File: src/rtl/rf_writeback_if.sv
// Register-file write-back bundle: ALU results, load returns, the merged write port and decode hazard probes.
// master = upstream/decode side, slave = the write-back arbiter.
interface rf_writeback_if;
  logic        alu_valid;
  logic [4:0]  alu_rd;
  logic [31:0] alu_data;
  logic        ld_valid;
  logic        ld_ready;
  logic [4:0]  ld_rd;
  logic [31:0] ld_data;
  logic [2:0]  ld_funct3;
  logic [1:0]  ld_addr;
  logic [4:0]  wa;
  logic [31:0] wd;
  logic        en;
  logic        wb_full;
  logic [4:0]  chk_adr1;
  logic [4:0]  chk_adr2;
  logic        chk_hit1;
  logic        chk_hit2;

  modport master (
    output alu_valid, alu_rd, alu_data,
    output ld_valid, ld_rd, ld_data, ld_funct3, ld_addr,
    output chk_adr1, chk_adr2,
    input  ld_ready, wa, wd, en, wb_full, chk_hit1, chk_hit2
  );

  modport slave (
    input  alu_valid, alu_rd, alu_data,
    input  ld_valid, ld_rd, ld_data, ld_funct3, ld_addr,
    input  chk_adr1, chk_adr2,
    output ld_ready, wa, wd, en, wb_full, chk_hit1, chk_hit2
  );
endinterface

File: src/rtl/rf_writeback.sv
// Merges ALU results (1-cycle) and extended load returns (FIFO, >=2 cycles) onto one registered RF write port.
// ALU always wins; loads back-pressure via ld_ready=!full; chk_hit flags pending writes to decode sources.
module rf_writeback #(
  parameter int DEPTH = 4
) (
  input logic           clk,
  input logic           rst_n,
  rf_writeback_if.slave wb
);
  localparam int AW = $clog2(DEPTH);
  localparam int CW = AW + 1;

  typedef struct packed {
    logic [4:0]  rd;
    logic [31:0] data;
  } ent_t;

  ent_t          mem_q [DEPTH];
  ent_t          mem_d [DEPTH];
  logic [AW-1:0] wr_ptr_q, wr_ptr_d;
  logic [AW-1:0] rd_ptr_q, rd_ptr_d;
  logic [CW-1:0] cnt_q, cnt_d;
  logic [4:0]    wa_q, wa_d;
  logic [31:0]   wd_q, wd_d;
  logic          en_q, en_d;

  logic          full;
  logic          empty;
  logic          push;
  logic          pop;
  ent_t          head;
  logic [AW-1:0] off;
  logic          hit1;
  logic          hit2;

  function automatic logic [31:0] extend(input logic [31:0] w, input logic [2:0] f3,
                                         input logic [1:0] a);
    logic [7:0]  b;
    logic [15:0] h;
    b = w[{a, 3'b000} +: 8];
    h = a[1] ? w[31:16] : w[15:0];
    case (f3)
      3'b000:  extend = {{24{b[7]}}, b};
      3'b001:  extend = {{16{h[15]}}, h};
      3'b100:  extend = {24'd0, b};
      3'b101:  extend = {16'd0, h};
      default: extend = w;
    endcase
  endfunction

  assign full  = (cnt_q == CW'(DEPTH));
  assign empty = (cnt_q == '0);
  assign push  = wb.ld_valid && !full;
  assign pop   = !wb.alu_valid && !empty;

  always_comb begin
    mem_d    = mem_q;
    wr_ptr_d = wr_ptr_q;
    rd_ptr_d = rd_ptr_q;
    cnt_d    = cnt_q;
    wa_d     = wa_q;
    wd_d     = wd_q;
    en_d     = 1'b0;
    head     = mem_q[rd_ptr_q];

    if (push) begin
      mem_d[wr_ptr_q] = {wb.ld_rd, extend(wb.ld_data, wb.ld_funct3, wb.ld_addr)};
      wr_ptr_d        = wr_ptr_q + AW'(1);
    end

    // x0 targets still move wa/wd; only the enable is suppressed.
    if (wb.alu_valid) begin
      wa_d = wb.alu_rd;
      wd_d = wb.alu_data;
      en_d = (wb.alu_rd != 5'd0);
    end else if (!empty) begin
      wa_d     = head.rd;
      wd_d     = head.data;
      en_d     = (head.rd != 5'd0);
      rd_ptr_d = rd_ptr_q + AW'(1);
    end

    case ({push, pop})
      2'b10:   cnt_d = cnt_q + CW'(1);
      2'b01:   cnt_d = cnt_q - CW'(1);
      default: cnt_d = cnt_q;
    endcase
  end

  // Hazards come only from queued entries and the write being presented now.
  always_comb begin
    hit1 = 1'b0;
    hit2 = 1'b0;
    off  = '0;
    for (int i = 0; i < DEPTH; i++) begin
      off = AW'(i) - rd_ptr_q;
      if ({1'b0, off} < cnt_q) begin
        if (mem_q[i].rd == wb.chk_adr1) hit1 = 1'b1;
        if (mem_q[i].rd == wb.chk_adr2) hit2 = 1'b1;
      end
    end
    if (en_q && (wa_q == wb.chk_adr1)) hit1 = 1'b1;
    if (en_q && (wa_q == wb.chk_adr2)) hit2 = 1'b1;
    if (wb.chk_adr1 == 5'd0) hit1 = 1'b0;
    if (wb.chk_adr2 == 5'd0) hit2 = 1'b0;
  end

  always_ff @(posedge clk or negedge rst_n) begin
    if (!rst_n) begin
      for (int i = 0; i < DEPTH; i++) mem_q[i] <= '0;
      wr_ptr_q <= '0;
      rd_ptr_q <= '0;
      cnt_q    <= '0;
      wa_q     <= '0;
      wd_q     <= '0;
      en_q     <= 1'b0;
    end else begin
      mem_q    <= mem_d;
      wr_ptr_q <= wr_ptr_d;
      rd_ptr_q <= rd_ptr_d;
      cnt_q    <= cnt_d;
      wa_q     <= wa_d;
      wd_q     <= wd_d;
      en_q     <= en_d;
    end
  end

  assign wb.ld_ready = !full;
  assign wb.wb_full  = full;
  assign wb.wa       = wa_q;
  assign wb.wd       = wd_q;
  assign wb.en       = en_q;
  assign wb.chk_hit1 = hit1;
  assign wb.chk_hit2 = hit2;
endmodule

File: src/flat_wrapper.sv
// flat-port wrapper written by rule: the top's interface ports become plain ports
module rf_writeback_flat 
#(
  parameter int DEPTH = 4
)
  (clk, rst_n, wb_alu_valid, wb_alu_rd, wb_alu_data, wb_ld_valid, wb_ld_rd, wb_ld_data, wb_ld_funct3, wb_ld_addr, wb_chk_adr1, wb_chk_adr2, wb_ld_ready, wb_wa, wb_wd, wb_en, wb_wb_full, wb_chk_hit1, wb_chk_hit2);
  rf_writeback_if wb_i ();
  input logic clk;
  input logic rst_n;
  input wire logic [$bits(wb_i.alu_valid)-1:0] wb_alu_valid;
  input wire logic [$bits(wb_i.alu_rd)-1:0] wb_alu_rd;
  input wire logic [$bits(wb_i.alu_data)-1:0] wb_alu_data;
  input wire logic [$bits(wb_i.ld_valid)-1:0] wb_ld_valid;
  input wire logic [$bits(wb_i.ld_rd)-1:0] wb_ld_rd;
  input wire logic [$bits(wb_i.ld_data)-1:0] wb_ld_data;
  input wire logic [$bits(wb_i.ld_funct3)-1:0] wb_ld_funct3;
  input wire logic [$bits(wb_i.ld_addr)-1:0] wb_ld_addr;
  input wire logic [$bits(wb_i.chk_adr1)-1:0] wb_chk_adr1;
  input wire logic [$bits(wb_i.chk_adr2)-1:0] wb_chk_adr2;
  output wire logic [$bits(wb_i.ld_ready)-1:0] wb_ld_ready;
  output wire logic [$bits(wb_i.wa)-1:0] wb_wa;
  output wire logic [$bits(wb_i.wd)-1:0] wb_wd;
  output wire logic [$bits(wb_i.en)-1:0] wb_en;
  output wire logic [$bits(wb_i.wb_full)-1:0] wb_wb_full;
  output wire logic [$bits(wb_i.chk_hit1)-1:0] wb_chk_hit1;
  output wire logic [$bits(wb_i.chk_hit2)-1:0] wb_chk_hit2;
  assign wb_i.alu_valid = wb_alu_valid;
  assign wb_i.alu_rd = wb_alu_rd;
  assign wb_i.alu_data = wb_alu_data;
  assign wb_i.ld_valid = wb_ld_valid;
  assign wb_i.ld_rd = wb_ld_rd;
  assign wb_i.ld_data = wb_ld_data;
  assign wb_i.ld_funct3 = wb_ld_funct3;
  assign wb_i.ld_addr = wb_ld_addr;
  assign wb_i.chk_adr1 = wb_chk_adr1;
  assign wb_i.chk_adr2 = wb_chk_adr2;
  assign wb_ld_ready = wb_i.ld_ready;
  assign wb_wa = wb_i.wa;
  assign wb_wd = wb_i.wd;
  assign wb_en = wb_i.en;
  assign wb_wb_full = wb_i.wb_full;
  assign wb_chk_hit1 = wb_i.chk_hit1;
  assign wb_chk_hit2 = wb_i.chk_hit2;
  rf_writeback #(.DEPTH(DEPTH)) u_core (.clk(clk), .rst_n(rst_n), .wb(wb_i));
endmodule
File: config.mk
export PLATFORM = sky130hd
export DESIGN_NAME = rf_writeback_flat
export DESIGN_NICKNAME = d
export VERILOG_FILES = /design/src/rtl/rf_writeback_if.sv /design/src/rtl/rf_writeback.sv /design/src/flat_wrapper.sv
export SDC_FILE = /design/constraint.sdc
export NUM_CORES = 1
export LEC_CHECK = 0
export CORE_UTILIZATION = 28
export DETAILED_ROUTE_END_ITERATION = 7
export SLEW_MARGIN = 40
export SYNTH_ARGS = -nofsm -noshare
export SYNTH_HDL_FRONTEND = slang
export SYNTH_SLANG_ARGS = --single-unit
File: constraint.sdc
create_clock -name clk -period 3.4 [get_ports clk]
set_input_delay 1.02 -clock clk [delete_from_list [all_inputs] [get_ports clk]]
set_output_delay 1.02 -clock clk [all_outputs]
set_load 0.02 [all_outputs]
# After elaboration in Yosys (flattened, before gate mapping)
# Cells that the tools add are included.
[totals] reg_bits=193 input_bits=93 out_inout_bits=42 elab_cells=103
[op_classes] add_sub_neg=8 magnitude_cmp=7 eq_ne=17 n_shift=1 muxes=36 n_bitwise=4 n_reduce_logical=16
[ops] operator="bitwise mux 148 bit" count=1
[ops] operator="one-hot mux 32 bit (4 select lines)" count=1
[ops] operator="two-way mux 37 bit" count=3
[ops] operator="two-way mux 32 bit" count=3
[ops] operator="binary-select mux 37 bit (select 2 bit)" count=1
[ops] operator="demux 37 bit (select 2 bit)" count=1
[ops] operator="equality test 5 bit" count=10
[ops] operator="variable part select 32 x 6 -> 8 bit" count=1
[ops] operator="two-way mux 1 bit" count=22
[ops] operator="two-way mux 16 bit" count=1
[ops] operator="< comparator 2 x 3 -> 1 bit" count=4
[ops] operator="zero test 5 bit" count=2
[ops] operator="two-way mux 5 bit" count=2
[ops] operator="nonzero test 5 bit" count=2
[ops] operator="equality test 3 bit, second input constant" count=3
[ops] operator=">= comparator 3 bit, second input constant" count=2
[ops] operator="zero test 3 bit" count=2
[ops] operator="NOT 2 -> 3 bit" count=2
[ops] operator="one-hot mux 3 bit (2 select lines)" count=1
[ops] operator="logical AND 1 bit" count=5
[ops] operator="adder 2 x 1 -> 2 bit, second input constant" count=2
[ops] operator="subtractor 1 x 2 -> 2 bit, first input constant" count=2
[ops] operator="subtractor 2 bit, first input constant" count=2
[ops] operator="adder 3 x 1 -> 3 bit, second input constant" count=1
[ops] operator="10 further kinds" count=13

# Depth between registers and ports, before layout
[logic_depth] ltp_word=11 depth_mapped=12 depth_no_buf=11

# Worst setup path before layout
# No wires, ideal clock.
[synth_path] kind="reg2out" startpoint="reg u_core.rd_ptr_q[1]" endpoint="out wb_chk_hit1" arrival_ns=2.108 t_required_ns=2.380 path_slack_ns=0.272 path_stages_with_launch=10 path_buffers=2 cell_sequence="dfrtp_1 -> buf_2 -> buf_1 -> inv_1 -> ha_1 -> a21boi_0 -> o21bai_1 -> nand3_1 -> nor4_1 -> o22a_1"
[synth_between] elab_chain_cells=11 word_cells_on_any_way=17 classes_between="add/sub (4); order compare (4); mux (9)"
[synth_rtl] item="start: declaration" line_no="rf_writeback.sv:21" source="logic [AW-1:0] rd_ptr_q, rd_ptr_d;"
[synth_rtl] item="start signal: assignment" line_no="rf_writeback.sv:120" source="rd_ptr_q <= rd_ptr_d;"
[synth_rtl] item="subtractor 1 x 2 -> 2 bit" line_no="rf_writeback.sv:96" source="off = AW'(i) - rd_ptr_q;"
[synth_rtl] item="< comparator 2 x 3 -> 1 bit" line_no="rf_writeback.sv:97" source="if ({1'b0, off} < cnt_q) begin"
[synth_rtl] item="two-way mux 1 bit" line_no="rf_writeback.sv:97"
[synth_rtl] item="two-way mux 1 bit" line_no="rf_writeback.sv:98" source="if (mem_q[i].rd == wb.chk_adr1) hit1 = 1'b1;"
[synth_rtl] item="two-way mux 1 bit" line_no="rf_writeback.sv:97"
[synth_rtl] item="two-way mux 1 bit" line_no="rf_writeback.sv:98"
[synth_rtl] item="two-way mux 1 bit" line_no="rf_writeback.sv:97"
[synth_rtl] item="two-way mux 1 bit" line_no="rf_writeback.sv:98"
[synth_rtl] item="two-way mux 1 bit (*)" line_no="rf_writeback.sv:97"
[synth_rtl] item="two-way mux 1 bit (*)" line_no="rf_writeback.sv:102" source="if (en_q && (wa_q == wb.chk_adr1)) hit1 = 1'b1;"
[synth_rtl] item="two-way mux 1 bit (*)" line_no="rf_writeback.sv:104" source="if (wb.chk_adr1 == 5'd0) hit1 = 1'b0;"
[synth_rtl] item="end: declaration" line_no="flat_wrapper.sv:25" source="output wire logic [$bits(wb_i.chk_hit1)-1:0] wb_chk_hit1;"
# Every way passes the cells marked *; elsewhere a longest branch is shown, timed or not.

# Final worst setup path
[layout_path] startpoint="in wb_chk_adr2[0]" endpoint="out wb_chk_hit2"
[layout_between] elab_chain_cells=11 word_cells_on_any_way=17 classes_between="eq/ne (5); mux (10); reduce/logical (2)"
[layout_rtl] item="start: declaration" line_no="flat_wrapper.sv:19" source="input wire logic [$bits(wb_i.chk_adr2)-1:0] wb_chk_adr2;"
[layout_rtl] item="equality test 5 bit" line_no="rf_writeback.sv:99" source="if (mem_q[i].rd == wb.chk_adr2) hit2 = 1'b1;"
[layout_rtl] item="two-way mux 1 bit" line_no="rf_writeback.sv:99"
[layout_rtl] item="two-way mux 1 bit" line_no="rf_writeback.sv:97"
[layout_rtl] item="two-way mux 1 bit" line_no="rf_writeback.sv:99"
[layout_rtl] item="two-way mux 1 bit" line_no="rf_writeback.sv:97"
[layout_rtl] item="two-way mux 1 bit" line_no="rf_writeback.sv:99"
[layout_rtl] item="two-way mux 1 bit" line_no="rf_writeback.sv:97"
[layout_rtl] item="two-way mux 1 bit" line_no="rf_writeback.sv:99"
[layout_rtl] item="two-way mux 1 bit" line_no="rf_writeback.sv:97"
[layout_rtl] item="two-way mux 1 bit" line_no="rf_writeback.sv:103" source="if (en_q && (wa_q == wb.chk_adr2)) hit2 = 1'b1;"
[layout_rtl] item="two-way mux 1 bit (*)" line_no="rf_writeback.sv:105" source="if (wb.chk_adr2 == 5'd0) hit2 = 1'b0;"
[layout_rtl] item="end: declaration" line_no="flat_wrapper.sv:26" source="output wire logic [$bits(wb_i.chk_hit2)-1:0] wb_chk_hit2;"
# Marks and branches as above.

==> impl_results.md <==
- Top post-synthesis cells by area: dfrtp_1, mux4_2, mux2_2
- Crit path launch: wb_chk_adr2[0]
- Placer Congestion: 0.836
- Die width: 189 um
- Crit Path Category: in2out
- CTS Hold Buffers Added: 0
- Status: complete, no violations
- DR WL/cell: 18.5 um
- Max_cap viols: 0
- Power share of the sequential group: 37.5%
- Drt first pass iters: 5
- Synthesized instance count: 856
- Maximum vdd drop: 0.471 mV
- Critical path launch point type: input pin
- Worst-path clk slew: 70 ps
- Worst skew pair latency: 440 ps
- Clock Power Share: 17.4%
- FP Rows: 68
- Crit. End Element: output pin
- Antenna violations before repair: 0
- F_max: 0.302 GHz
- Setup violators final: 0
- Yosys warns: 0
- Adder-cell share of the synthesized area: 1.35%
- Max-slew headroom: 50.6%
- FF-to-FF path depth: 8
- Internal power: 7230 uW
- Worst Hold Depth: 2
- XOR/XNOR Fraction of Synth Area: 5.10%
- Comb pwr share: 45.1%
- # clock sinks: 193
- DRC: 0
- Mux cell area share after synthesis: 19.3%
- Area delta synth->final: 27.5%
- Routed Wire Length: 27.1 mm
- DRT iter0 DRCs: 533
- WP data required: 2380 ps
- Vias in the first global route: 7308
- Root buffer cell: clkbuf_16
- Fin crit share: 97.3%
- DIE AREA: 0.0357 sq mm
- H-tree Lvls: 4
- Crit path top cell by count: buf_4
- Total track usage: 15.6%
- Crit path arrival time: 2290 ps
- Switching portion of total power: 37.4%
- Max incr delay on CP: 350 ps
- Fraction of the mapped netlist area in simple logic gates: 8.87%
- Endpoints failing hold: 0
- Tightest Pin Transition: 742 ps
- Largest net degree at the start of global routing: 63
- Synth Flop Type: dfrtp_1
- First-pass GRT wire length: 42.8 mm
- CTS Buf Count: 17
- Die height: 189 um
- Sequential area share after synthesis: 49.3%
- Crit Reg-Reg Startpoint: u_core.cnt_q[2]$_DFFE_PN0P_
- Filler instances: 3416
- Critical-path cell list: dlygate4sd2_1 > buf_4 > xor2_1 > nor2_1 > o211ai_1 > nand4_1 > o22a_1 > buf_4
- Post-synth EDFFs: 0
- CTS tree: done
- Antenna fix cells: 0
- Async set or reset register ratio after synthesis: 100%
- Synth area leader: dfrtp_1
- Cell family with most CP delay: buffers and inverters
- Critical path fanouts, max: 5
- HP Class: reg2reg
- Vias per cell: 4.84
- Design area: 0.0125 sq mm
- Vias: 7083
- Hold_sp: u_core.wb.wd[5]$_DFFE_PN0P_
- Post-layout min period: 3310 ps
- Synth top area share: 49.3%
- Layout Skew: 9.22 ps
- WHS: 480 ps
- Net Count, Synth: 959
- Compound-Gate Fraction of Synth Area: 11.6%
- Post-route ant nets: 0
- Netlist Area Pre-Place: 0.00979 sq mm
- Slowest CP cell: dlygate4sd2_1
- Final net count: 1098
- P_leak: 0.00506 uW
- Cell depth of the worst setup path: 8
- Setup TNS: 0 ps
- Post-synthesis sequential element count: 193
- Sw power: 4320 uW
- Core Box Area: 0.0345 sq mm
- Register area: 0.00483 sq mm
- Area post-placement: 0.0119 sq mm
- Buf/Inv on CP: 3
- Post-DP HPWL: 18.8 mm
- Max Buffers Root-to-Sink: 2
- I/O pin count: 135
- Avg Cell Area, Syn: 11.4 sq um
- Layout cells sized above 1: 22.8%
- Main combinational cell family by area after synthesis: multiplexers
- Max-slew violations: 0
- Starting Density: 28.4%
- Global route overflow: 0
- Multi-input logic area: 0.00456 sq mm
- PD cells: 925 mW/mm^2
- Port Buf Inserts: 134
- Distinct cells, synth: 46
-- state kept, by name, indices dropped and copies added, names as in the netlist --
register	count
u_core.rd_ptr_q	2
u_core.mem_q	148
u_core.wb.wd	32
u_core.wb.wa	5
u_core.cnt_q	3
u_core.wr_ptr_q	2
u_core.wb.en	1
-- layout make-up --
| class | instances | area share, % |
|---|---|---|
| Sequential cell | 193 | 38.7 |
| Multi-Input combinational cell | 577 | 36.5 |
| Timing Repair Buffer | 189 | 15.1 |
| Tap cell | 455 | 4.56 |
| Clock buffer | 19 | 3.63 |
| Clock inverter | 12 | 0.982 |
| Inverter | 17 | 0.511 |
-- synth_stat cells, types with 5 or more instances --
cell type and instances:
a21oi_2 29, ha_1 9, mux4_2 38, nor2b_1 11, mux2i_1 39, buf_4 14, nand2_1 54, clkbuf_1 25
a222oi_1 5, inv_1 15, xor2_1 43, nor4_1 5, xnor2_1 14, buf_6 5, o211ai_1 5, o22ai_1 7
nor2_1 100, buf_2 23, a221oi_1 14, mux2_2 57, dfrtp_1 193, nor3_1 7, a21oi_1 66, o21ai_0 35
-- through the flow --
stage	worst slack [ps]	util, %	instances	total power (uW)
2_1_floorplan	272	-	856	7680
3_3_place_gp	-669	34.5	1431	9470
3_5_place_dp	-619	34.5	1431	9610
4_1_cts	-40.7	36.2	1462	11700
5_1_grt	-6.23	36.2	1462	12300
6_report	91.0	36.2	1462	11500
-- cell families after synthesis --
| logic type | count (synthesis) |
|---|---|
| AO/OA/AOI/OAI | 176 |
| flip-flops | 193 |
| AND/OR/NAND/NOR | 200 |
| adder cells (fa/ha/maj) | 10 |
| buffers and inverters | 86 |
| XOR/XNOR | 57 |
| multiplexers | 134 |
-- per-layer routing --
| layer | wire, um | vias to the layer above | global-route usage [%] |
|---|---|---|---|
| met5 | 0 | - | 0 |
| li1 | - | 3300 | - |
| met1 | 12900 | 3537 | 22.2 |
| met4 | 354 | 0 | 4.00 |
| met2 | 12400 | 216 | 23.9 |
| met3 | 1520 | 30 | 3.61 |
-- cells in the final DEF (no fill, tap or decap), drive strengths merged, types with 2 or more instances in the layout --
cell type	n
nand3	5
or4	4
clkdlybuf4s50	120
nor4	5
a21oi	95
o21ai	37
nand4	4
and2	4
nor2	100
inv	24
dlygate4sd2	9
buf	58
o211ai	5
a221oi	14
nor2b	12
o21bai	2
o22ai	7
clkbuf	20
o22a	2
xor2	43
clkinv	3
mux2i	39
xnor2	14
a222oi	5
nand2b	2
ha	9
nor3	8
nand2	54
a22o	4
mux4	38
dfrtp	193
mux2	57
-- power groups by stage --
| stage | clock network (uW) | registers [uW] | logic (uW) |
|---|---|---|---|
| after global placement | 0 | 4320 | 5150 |
| after global routing | 2170 | 4470 | 5700 |
| after detailed placement | 0 | 4360 | 5260 |
| after CTS | 2080 | 4330 | 5260 |
| after floorplan | 0 | 4360 | 3330 |
| final | 2010 | 4330 | 5210 |
-- path summary, 6_finish.rpt --
check | end | slack (ps)
max in group asynchronous | u_core.mem_q[100]$_DFFE_PN0P_ | 2110
setup / recovery | wb_chk_hit2 | 90
hold reg to reg | u_core.wb.wd[5]$_DFFE_PN0P_ | 480
hold / removal | u_core.wb.wd[5]$_DFFE_PN0P_ | 480
min in group asynchronous | u_core.wb.wd[31]$_DFFE_PN0P_ | 540
setup reg to reg | u_core.mem_q[20]$_DFFE_PN0P_ | 1140
-- tightest hold or removal path, delay by kind of cell, from the launching register on --
kind,cells,cell delay [ps]
flops,1,340
compound gates,1,60
simple gates,1,50
-- timing repair --
action,CTS,global route
setup buffers,0,0
setup endpoints to repair,2,2
pin swaps,1,2
gates resized for setup,26,4
Note: power is estimated with default switching activity, not from simulation.
